[src/rtl/led_pattern_gen_if.sv]
// Control and LED-drive bundle for led_pattern_gen.
// The master side programs the sequencer; the slave side is the sequencer itself.
interface led_pattern_gen_if #(
    parameter int unsigned WIDTH = 8,
    parameter int unsigned DIV_W = 24
);
    logic             en;
    logic             auto;
    logic [1:0]       mode;
    logic [DIV_W-1:0] div;
    logic [WIDTH-1:0] q;
    logic [1:0]       pat_id;
    logic             frame_done;

    modport master (
        output en, auto, mode, div,
        input  q, pat_id, frame_done
    );

    modport slave (
        input  en, auto, mode, div,
        output q, pat_id, frame_done
    );
endinterface

[src/rtl/led_pattern_gen.sv]
// LED bar sequencer: four algorithmic patterns (chase-in, bloom, MSB bar, LSB bar),
// stepped by a programmable prescaler, in fixed-pattern or auto-cycle mode.
module led_pattern_gen #(
    parameter int unsigned WIDTH = 8,
    parameter int unsigned DIV_W = 24
) (
    input logic              clk,
    input logic              rst,
    led_pattern_gen_if.slave bus
);
    localparam int LedCnt = int'(WIDTH);
    localparam int Half   = LedCnt / 2;
    localparam int StepW  = $clog2(2 * WIDTH);

    logic [DIV_W-1:0] cnt_q, cnt_d;
    logic [StepW-1:0] step_q, step_d;
    logic [1:0]       cur_pat_q, cur_pat_d;
    logic [1:0]       pat_id_q, pat_id_d;
    logic [WIDTH-1:0] q_q, q_d;
    logic             frame_done_q, frame_done_d;
    logic [1:0]       pat;
    logic             tick;
    logic             last;

    function automatic logic [StepW-1:0] last_step(input logic [1:0] p);
        case (p)
            2'd0:    return StepW'(Half + 1);
            2'd1:    return StepW'(LedCnt - 1);
            default: return StepW'(2 * LedCnt - 1);
        endcase
    endfunction

    function automatic logic [WIDTH-1:0] pattern(input logic [1:0] p, input logic [StepW-1:0] idx);
        logic [WIDTH-1:0] v;
        int i;
        int n;
        int k;
        v = '0;
        i = int'(idx);
        // n: bar length for patterns 2/3; k: hole radius for the second half of bloom
        n = (i < LedCnt) ? i + 1 : 2 * LedCnt - 1 - i;
        k = i - Half;
        for (int b = 0; b < LedCnt; b++) begin
            case (p)
                2'd0: v[b] = (i >= 1) && (i <= Half) && ((b == LedCnt - i) || (b == i - 1));
                2'd1: begin
                    if (i < Half) v[b] = (b >= Half - 1 - i) && (b <= Half + i);
                    else          v[b] = !((b >= Half - 1 - k) && (b <= Half + k));
                end
                2'd2:    v[b] = (b >= LedCnt - n);
                default: v[b] = (b < n);
            endcase
        end
        return v;
    endfunction

    always_comb begin
        cnt_d        = cnt_q;
        step_d       = step_q;
        cur_pat_d    = cur_pat_q;
        pat_id_d     = pat_id_q;
        q_d          = q_q;
        frame_done_d = 1'b0;

        tick = bus.en && (cnt_q >= bus.div);
        // mode is only sampled at a frame start so a mid-frame change never truncates a frame
        pat  = ((step_q == '0) && !bus.auto) ? bus.mode : cur_pat_q;
        last = (step_q == last_step(pat));

        if (bus.en) cnt_d = cnt_q + 1'b1;
        if (tick) begin
            cnt_d     = '0;
            q_d       = pattern(pat, step_q);
            cur_pat_d = pat;
            pat_id_d  = pat;
            if (last) begin
                step_d       = '0;
                frame_done_d = 1'b1;
                if (bus.auto) cur_pat_d = pat + 2'd1;
            end else begin
                step_d = step_q + 1'b1;
            end
        end
    end

    always_ff @(posedge clk or negedge rst) begin
        if (!rst) begin
            cnt_q        <= '0;
            step_q       <= '0;
            cur_pat_q    <= '0;
            pat_id_q     <= '0;
            q_q          <= '0;
            frame_done_q <= 1'b0;
        end else begin
            cnt_q        <= cnt_d;
            step_q       <= step_d;
            cur_pat_q    <= cur_pat_d;
            pat_id_q     <= pat_id_d;
            q_q          <= q_d;
            frame_done_q <= frame_done_d;
        end
    end

    assign bus.q          = q_q;
    assign bus.pat_id     = pat_id_q;
    assign bus.frame_done = frame_done_q;
endmodule

[src/flat_wrapper.sv]
// flat-port wrapper written by rule: the top's interface ports become plain ports
module led_pattern_gen_flat 
#(
    parameter int unsigned WIDTH = 8,
    parameter int unsigned DIV_W = 24
)
  (clk, rst, bus_en, bus_auto, bus_mode, bus_div, bus_q, bus_pat_id, bus_frame_done);
  led_pattern_gen_if #(.WIDTH(WIDTH), .DIV_W(DIV_W)) bus_i ();
  input logic clk;
  input logic rst;
  input wire logic [$bits(bus_i.en)-1:0] bus_en;
  input wire logic [$bits(bus_i.auto)-1:0] bus_auto;
  input wire logic [$bits(bus_i.mode)-1:0] bus_mode;
  input wire logic [$bits(bus_i.div)-1:0] bus_div;
  output wire logic [$bits(bus_i.q)-1:0] bus_q;
  output wire logic [$bits(bus_i.pat_id)-1:0] bus_pat_id;
  output wire logic [$bits(bus_i.frame_done)-1:0] bus_frame_done;
  assign bus_i.en = bus_en;
  assign bus_i.auto = bus_auto;
  assign bus_i.mode = bus_mode;
  assign bus_i.div = bus_div;
  assign bus_q = bus_i.q;
  assign bus_pat_id = bus_i.pat_id;
  assign bus_frame_done = bus_i.frame_done;
  led_pattern_gen #(.WIDTH(WIDTH), .DIV_W(DIV_W)) u_core (.clk(clk), .rst(rst), .bus(bus_i));
endmodule
[config.mk]
export PLATFORM = sky130hd
export DESIGN_NAME = led_pattern_gen_flat
export DESIGN_NICKNAME = d
export VERILOG_FILES = /design/src/rtl/led_pattern_gen_if.sv /design/src/rtl/led_pattern_gen.sv /design/src/flat_wrapper.sv
export SDC_FILE = /design/constraint.sdc
export NUM_CORES = 1
export LEC_CHECK = 0
export ABC_AREA = 1
export CAP_MARGIN = 20
export CORE_UTILIZATION = 54
export DETAILED_ROUTE_END_ITERATION = 12
export PLACE_DENSITY_LB_ADDON = 0.1
export SETUP_SLACK_MARGIN = 0.05
export SYNTH_ARGS = -nofsm -noshare
export SYNTH_HDL_FRONTEND = slang
export SYNTH_SLANG_ARGS = --single-unit
[constraint.sdc]
create_clock -name clk -period 3.96 [get_ports clk]
set_clock_uncertainty 0.15 [all_clocks]
set_input_delay 0.594 -clock clk [delete_from_list [all_inputs] [get_ports clk]]
set_output_delay 0.594 -clock clk [all_outputs]
set_load 0.02 [all_outputs]
### Word level (Yosys, flattened, before mapping)

Cells that the tools add are included.

* register bits after elaboration: 41
* word-level logic and storage cells: 164

* muxes and demuxes: 26
* reduce and logical (&&, ||, !) cells: 49
* equal/unequal tests: 17
* magnitude comparators: 53
* $add $sub $neg: 13

Operators with widths (number)
* $ge 4x32->1 const A: 12
* $eq 4x32->1 const A: 8
* $le 4x32->1 const A: 8
* $ge 3x32->1 const A: 6
* $eq 3x32->1 const A: 4
* $le 3x32->1 const A: 4
* $lt 4x32->1 const A: 4
* $ge 1x32->1 const A: 3
* $ge 2x32->1 const A: 3
* $eq 2x32->1 const A: 2
* $le 1x32->1 const A: 2
* $le 2x32->1 const A: 2
* $logic_not 32->1: 2
* $lt 3x32->1 const A: 2
* $mux 24: 2
* $add 4x32->32 const A: 1
* $lt 1x32->1 const A: 1
* $lt 2x32->1 const A: 1
* $mux 32: 1
* $sub 3x32->32 const A: 1
* $sub 5x32->32 const A: 1
* $logic_and 1x1->1: 27
* $add 24x1->24 const B: 1
* $ge 24x24->1: 1
* 25 further kinds: 59

### Longest topological paths before layout

* depth after elaboration: 8
* depth in mapped cells: 19

### Worst setup path before layout

Ideal clock, no wire load.

* path type: register -> register
* start: reg u_core.step_q[2]
* end: reg u_core.cur_pat_q[1]
* cell stages (with the launch flop): 15
* path buffers: 2
* data arrival time: 2.703 ns
* slack: 0.973 ns
* setup time: 0.134 ns
* period minus slack after synthesis: 2.987 ns
* cell sequence: dfrtp_1 buf_4 inv_2 ha_1 buf_2 nand3b_1 o21ai_0 inv_1 ha_1 nor2_1 xor2_1 and2_1 nand2_1 o21ai_0 o21ai_0

* word-level cells in the longest chain between the ends: 7

RTL lines
* from (decl): RTL line led_pattern_gen.sv:16 `logic [StepW-1:0] step_q, step_d;`
* from (signal assigned): RTL line led_pattern_gen.sv:96 `step_q <= step_d;`
* $logic_not 4->1 (*): RTL line led_pattern_gen.sv:67 `pat = ((step_q == '0) && !bus.auto) ? bus.mode : cur_pat_q;`
* $logic_and 1x1->1 (*): RTL line led_pattern_gen.sv:67
* $mux 2 (*): RTL line led_pattern_gen.sv:67
* named net u_core.pat[0]: RTL line led_pattern_gen.sv:21 `logic [1:0] pat;`
* $eq 2x1->1 or $logic_not 2->1 (tied branches): RTL line led_pattern_gen.sv:26 `case (p)`
* $pmux 4 s2: RTL line led_pattern_gen.sv:26
* $eq 4x4->1: RTL line led_pattern_gen.sv:68 `last = (step_q == last_step(pat));`
* $mux 2 (*): RTL line led_pattern_gen.sv:76 `if (last) begin`
* to (signal assigned): RTL line led_pattern_gen.sv:97 `cur_pat_q <= cur_pat_d;`
* to (decl): RTL line led_pattern_gen.sv:17 `logic [1:0] cur_pat_q, cur_pat_d;`

The timed path passes the listed nets; every way through them passes the cells marked *.
A chain may end at the register's enable or synchronous reset.

### Worst setup path after layout

* start: reg u_core.step_q[1]
* end: reg u_core.cur_pat_q[1]

The elaborated chain is that of the path after synthesis.

==> tab_implementation.tex <==
\begin{tabular}{lr}
\hline
Metric & Value \\
\hline
\multicolumn{2}{l}{\textbf{Clocking}} \\
\quad Clock tree from TritonCTS & done \\
\quad Clock insertion delay at the later pin of the skew report & 0.29 ns \\
\quad Clock Sink Count & 41 \\
\quad Root Driver & sky130\_fd\_sc\_hd\_\_clkbuf\_8 \\
\quad Number of buffers on the longest clock path & 2 \\
\quad Post-CTS Hold Fix Bufs & 0 \\
\quad Number of buffers created by CTS & 5 \\
\quad H-tree depth & 2 \\
\quad Clock edge transition at the registers on the reported setup and hold paths & 0.08 ns \\
\quad Number of post-CTS setup repair buffers & 0 \\
\multicolumn{2}{l}{\textbf{GRT}} \\
\quad Number of global-route vias before repair & $\sim$3.5k \\
\quad Combined global-route utilization of all metal layers & 26.0\% \\
\quad Total grt overflow & 0 \\
\quad Antenna violations before repair & 0 \\
\quad Global-route wire length before repair & 15500 um \\
\quad Maximum number of pins on one net before global-route repair & 42 \\
\multicolumn{2}{l}{\textbf{Yosys}} \\
\quad Summed instance area of the synthesized netlist & 3930 um\^{}2 \\
\quad Gate Count Post-Synth & 548 \\
\quad Seq/Total Area, Yosys & 26.1\% \\
\quad Post-synth EDFFs & 0 \\
\quad Ys flop type & sky130\_fd\_sc\_hd\_\_dfrtp\_1 \\
\quad Number of nets in the synthesized netlist & 626 \\
\quad Fraction of registers with async set/reset & 100\% \\
\quad FF+latch count, synth & 41 \\
\quad Count of different cell masters after synthesis & 50 \\
\quad Synthesized area per cell & about 7 um\^{}2 \\
\quad Count of yosys warnings during synthesis & 0 \\
\multicolumn{2}{l}{\textbf{Floorplan}} \\
\quad Placeable Area & 6910 um\^{}2 \\
\quad Number of core rows & 30 \\
\quad Io pins & 41 \\
\quad Die Width & 87.3 um \\
\quad Area of the die & 7620 um\^{}2 \\
\quad Starting utilization of the core area & 56.9\% \\
\quad Overall die height & 87.3 um \\
\multicolumn{2}{l}{\textbf{Drt}} \\
\quad Top layer reached by signal wires & met4 \\
\quad Met1 WL & around 4200 um \\
\quad Post-Route WL & 9350 um \\
\quad Number of iterations in the first detailed-routing pass & 5 \\
\quad Post-detailed-route wirelength per cell & 13.6 um \\
\quad DR vias & 3665 \\
\quad Via density per instance & between 5 and 6 \\
\quad Residual DRC & 0 \\
\quad Met3 wire length & 295 um \\
\quad Antenna Nets Post-Route & 0 \\
\quad Count of routing violations after the opening detailed-route iteration & 144 \\
\quad Routed met2 length & 4570 um \\
\multicolumn{2}{l}{\textbf{Layout}} \\
\quad Fraction of layout instances using a drive strength above 1 & 8.49\% \\
\quad Most common cell after layout, fill and taps aside & sky130\_fd\_sc\_hd\_\_nand2\_1 \\
\quad Number of diodes added for antenna fixing & 0 \\
\quad Final non-filler cell total & 685 \\
\quad Finished layout cell area & around 4500 um\^{}2 \\
\quad Seq. cell area & 1030 um\^{}2 \\
\quad Synthesis-to-finish area growth & 15.2\% \\
\quad Most frequent cells in the layout & sky130\_fd\_sc\_hd\_\_nand2\_1, sky130\_fd\_sc\_hd\_\_inv\_1, sky130\_fd\_sc\_hd\_\_nor2\_1 \\
\quad Footprint of the multi-input gates & about 2500 um\^{}2 \\
\quad Count of fill cells added during filler insertion & 666 \\
\quad \# nets final & 666 \\
\multicolumn{2}{l}{\textbf{Setup path}} \\
\quad Critical path endpoint category & flip-flop \\
\quad Max FO, Critical Path & 13 \\
\quad Path type of the worst setup path & flip-flop to flip-flop \\
\quad Arrival time of the worst setup path & 3.54 ns \\
\quad Data required, critical path & 3.98 ns \\
\quad CP Launch Type & flip-flop \\
\multicolumn{2}{l}{\textbf{Hold path}} \\
\quad Path category of the worst min-delay check & input pin to asynchronous set/reset pin \\
\multicolumn{2}{l}{\textbf{Power}} \\
\quad Peak supply drop & 0.533 mV \\
\quad Leakage power & roughly 0.0022 uW \\
\quad Power Density & 655 nW/um\^{}2 \\
\quad Final Total Pwr & 2970 uW \\
\multicolumn{2}{l}{\textbf{STA}} \\
\quad Final critical-path share of the clock period & between 80 and 90\% \\
\quad Number of failing setup endpoints in the final timing report & 0 \\
\quad Worst hold slack across all endpoints & 0.282 ns \\
\quad Fin Setup TNS & 0 ns \\
\quad Time the final worst path needs with I/O delays and setup & 3.52 ns \\
\quad FMAX & 0.284 GHz \\
\quad Max-Slew Margin vs Limit & 38.8\% \\
\quad Number of endpoints with negative hold slack in the final report & 0 \\
\quad Pins over their slew limit & 0 \\
\quad RSZ-0062 raised after global routing & no \\
\quad Transition time of the tightest slew-check pin & 0.917 ns \\
\multicolumn{2}{l}{\textbf{Job}} \\
\quad Maximum Capacitance Violations & 0 \\
\multicolumn{2}{l}{\textbf{Place}} \\
\quad Final GP Congestion & 0.929 \\
\quad Placed insts & 677 \\
\quad Detailed placement HPWL & between 7000 and 8000 um \\
\quad Post-DP Area & between 4000 and 5000 um\^{}2 \\
\quad Number of port buffers & 40 \\
\multicolumn{2}{l}{\textbf{Outcome}} \\
\quad Result of the run & finished clean \\
\hline
\end{tabular}
stage by stage:
| stage | util (%) | setup WS (ns) |
|---|---|---|
| floorplan | - | 0.973 |
| global route | 65.5 | 0.171 |
| CTS | 65.5 | 0.329 |
| detailed placement | 63.8 | 0.367 |
| finish | 65.5 | 0.440 |
| global placement | 63.8 | 0.510 |
Yosys cell counts, drive strengths merged (2+ instances only):
cell type / count / area (um^2)
o211ai: 3 / 22.5
ha: 48 / 601
xnor2: 6 / 52.6
nand3: 49 / 293
nor3: 21 / 115
nor3b: 3 / 27.5
o21ai: 29 / 145
clkbuf: 4 / 15.0
and3: 2 / 12.5
inv: 81 / 307
nand4: 8 / 50.1
nand2: 121 / 510
clkinv: 2 / 7.51
nor2: 58 / 233
nor4: 3 / 25.0
a32oi: 2 / 17.5
xor2: 12 / 105
a21oi: 27 / 150
o221ai: 2 / 17.5
nand3b: 2 / 15.0
dfrtp: 41 / 1030
a31oi: 6 / 37.5
buf: 8 / 63.8
layer usage:
metal | up-vias | track usage [%]
met3 | 19 | 2.56
met2 | 89 | 46.9
met1 | 1674 | 31.5
li1 | 1883 | -
met4 | 0 | 10.3
met5 | - | 0
where the power goes:
group / total [uW] / internal (uW) / leakage [uW] / switching, uW
clock: 354 / 205 / 0.0000574 / 149
combinational: 1970 / 693 / 0.00159 / 1270
sequential: 644 / 524 / 0.000547 / 121
total: 2970 / 1420 / 0.00219 / 1540
cells by family after synthesis:
group | count (synthesis) | synth area share [%]
simple gates | 270 | 33.1
buf+inv | 95 | 10.0
compound gates | 76 | 11.5
fa+ha+maj | 48 | 15.3
flops | 41 | 26.1
xor+xnor | 18 | 4.01
what timing repair did:
| item | 4_1_cts | 5_1_grt |
|---|---|---|
| hold endpoints to repair | 0 | 0 |
| resized for setup | 0 | 1 |
| endpoints found under the setup margin | 0 | 2 |
worst paths after layout:
kind	startpoint	to	slack (ns)	cells after the start
max in group asynchronous	rst	u_core.cnt_q[2]	2.80	1
worst min register to register	u_core.bus.q[5]	u_core.bus.q[5]	0.34	2
min in group clk	u_core.bus.q[5]	u_core.bus.q[5]	0.34	2
worst max register to register	u_core.step_q[1]	u_core.cur_pat_q[1]	0.44	12
worst min-delay path	rst	u_core.bus.pat_id[0]	0.28	1
worst max-delay path	u_core.step_q[1]	u_core.cur_pat_q[1]	0.44	12
worst max-delay path, stage by stage (launching register included):
cell and delay (ns):
sky130_fd_sc_hd__dfrtp_1 0.55, sky130_fd_sc_hd__inv_1 0.31, sky130_fd_sc_hd__ha_2 0.41, sky130_fd_sc_hd__nand3b_1 0.17, sky130_fd_sc_hd__o21ai_0 0.41, sky130_fd_sc_hd__inv_1 0.16
sky130_fd_sc_hd__ha_1 0.33, sky130_fd_sc_hd__nor2_1 0.17, sky130_fd_sc_hd__xor2_1 0.15, sky130_fd_sc_hd__and2_1 0.20, sky130_fd_sc_hd__nand2_1 0.12, sky130_fd_sc_hd__o21ai_0 0.16
sky130_fd_sc_hd__o21ai_0 0.10
cell type report:
cell class | count | area share, %
Clock inverter | 2 | 0.829
Tap cell | 96 | 2.65
Sequential cell | 41 | 22.7
Multi-Input combinational cell | 412 | 55.5
Timing Repair Buffer | 45 | 9.56
Inverter | 83 | 6.94
Clock buffer | 6 | 1.82
flip-flops by register name (all words and copies together) (netlist names):
register and count:
u_core.bus.frame_done 1, u_core.bus.pat_id 2, u_core.bus.q 8, u_core.cnt_q 24, u_core.cur_pat_q 2, u_core.step_q 4
Power figures use the tool's default switching activity.
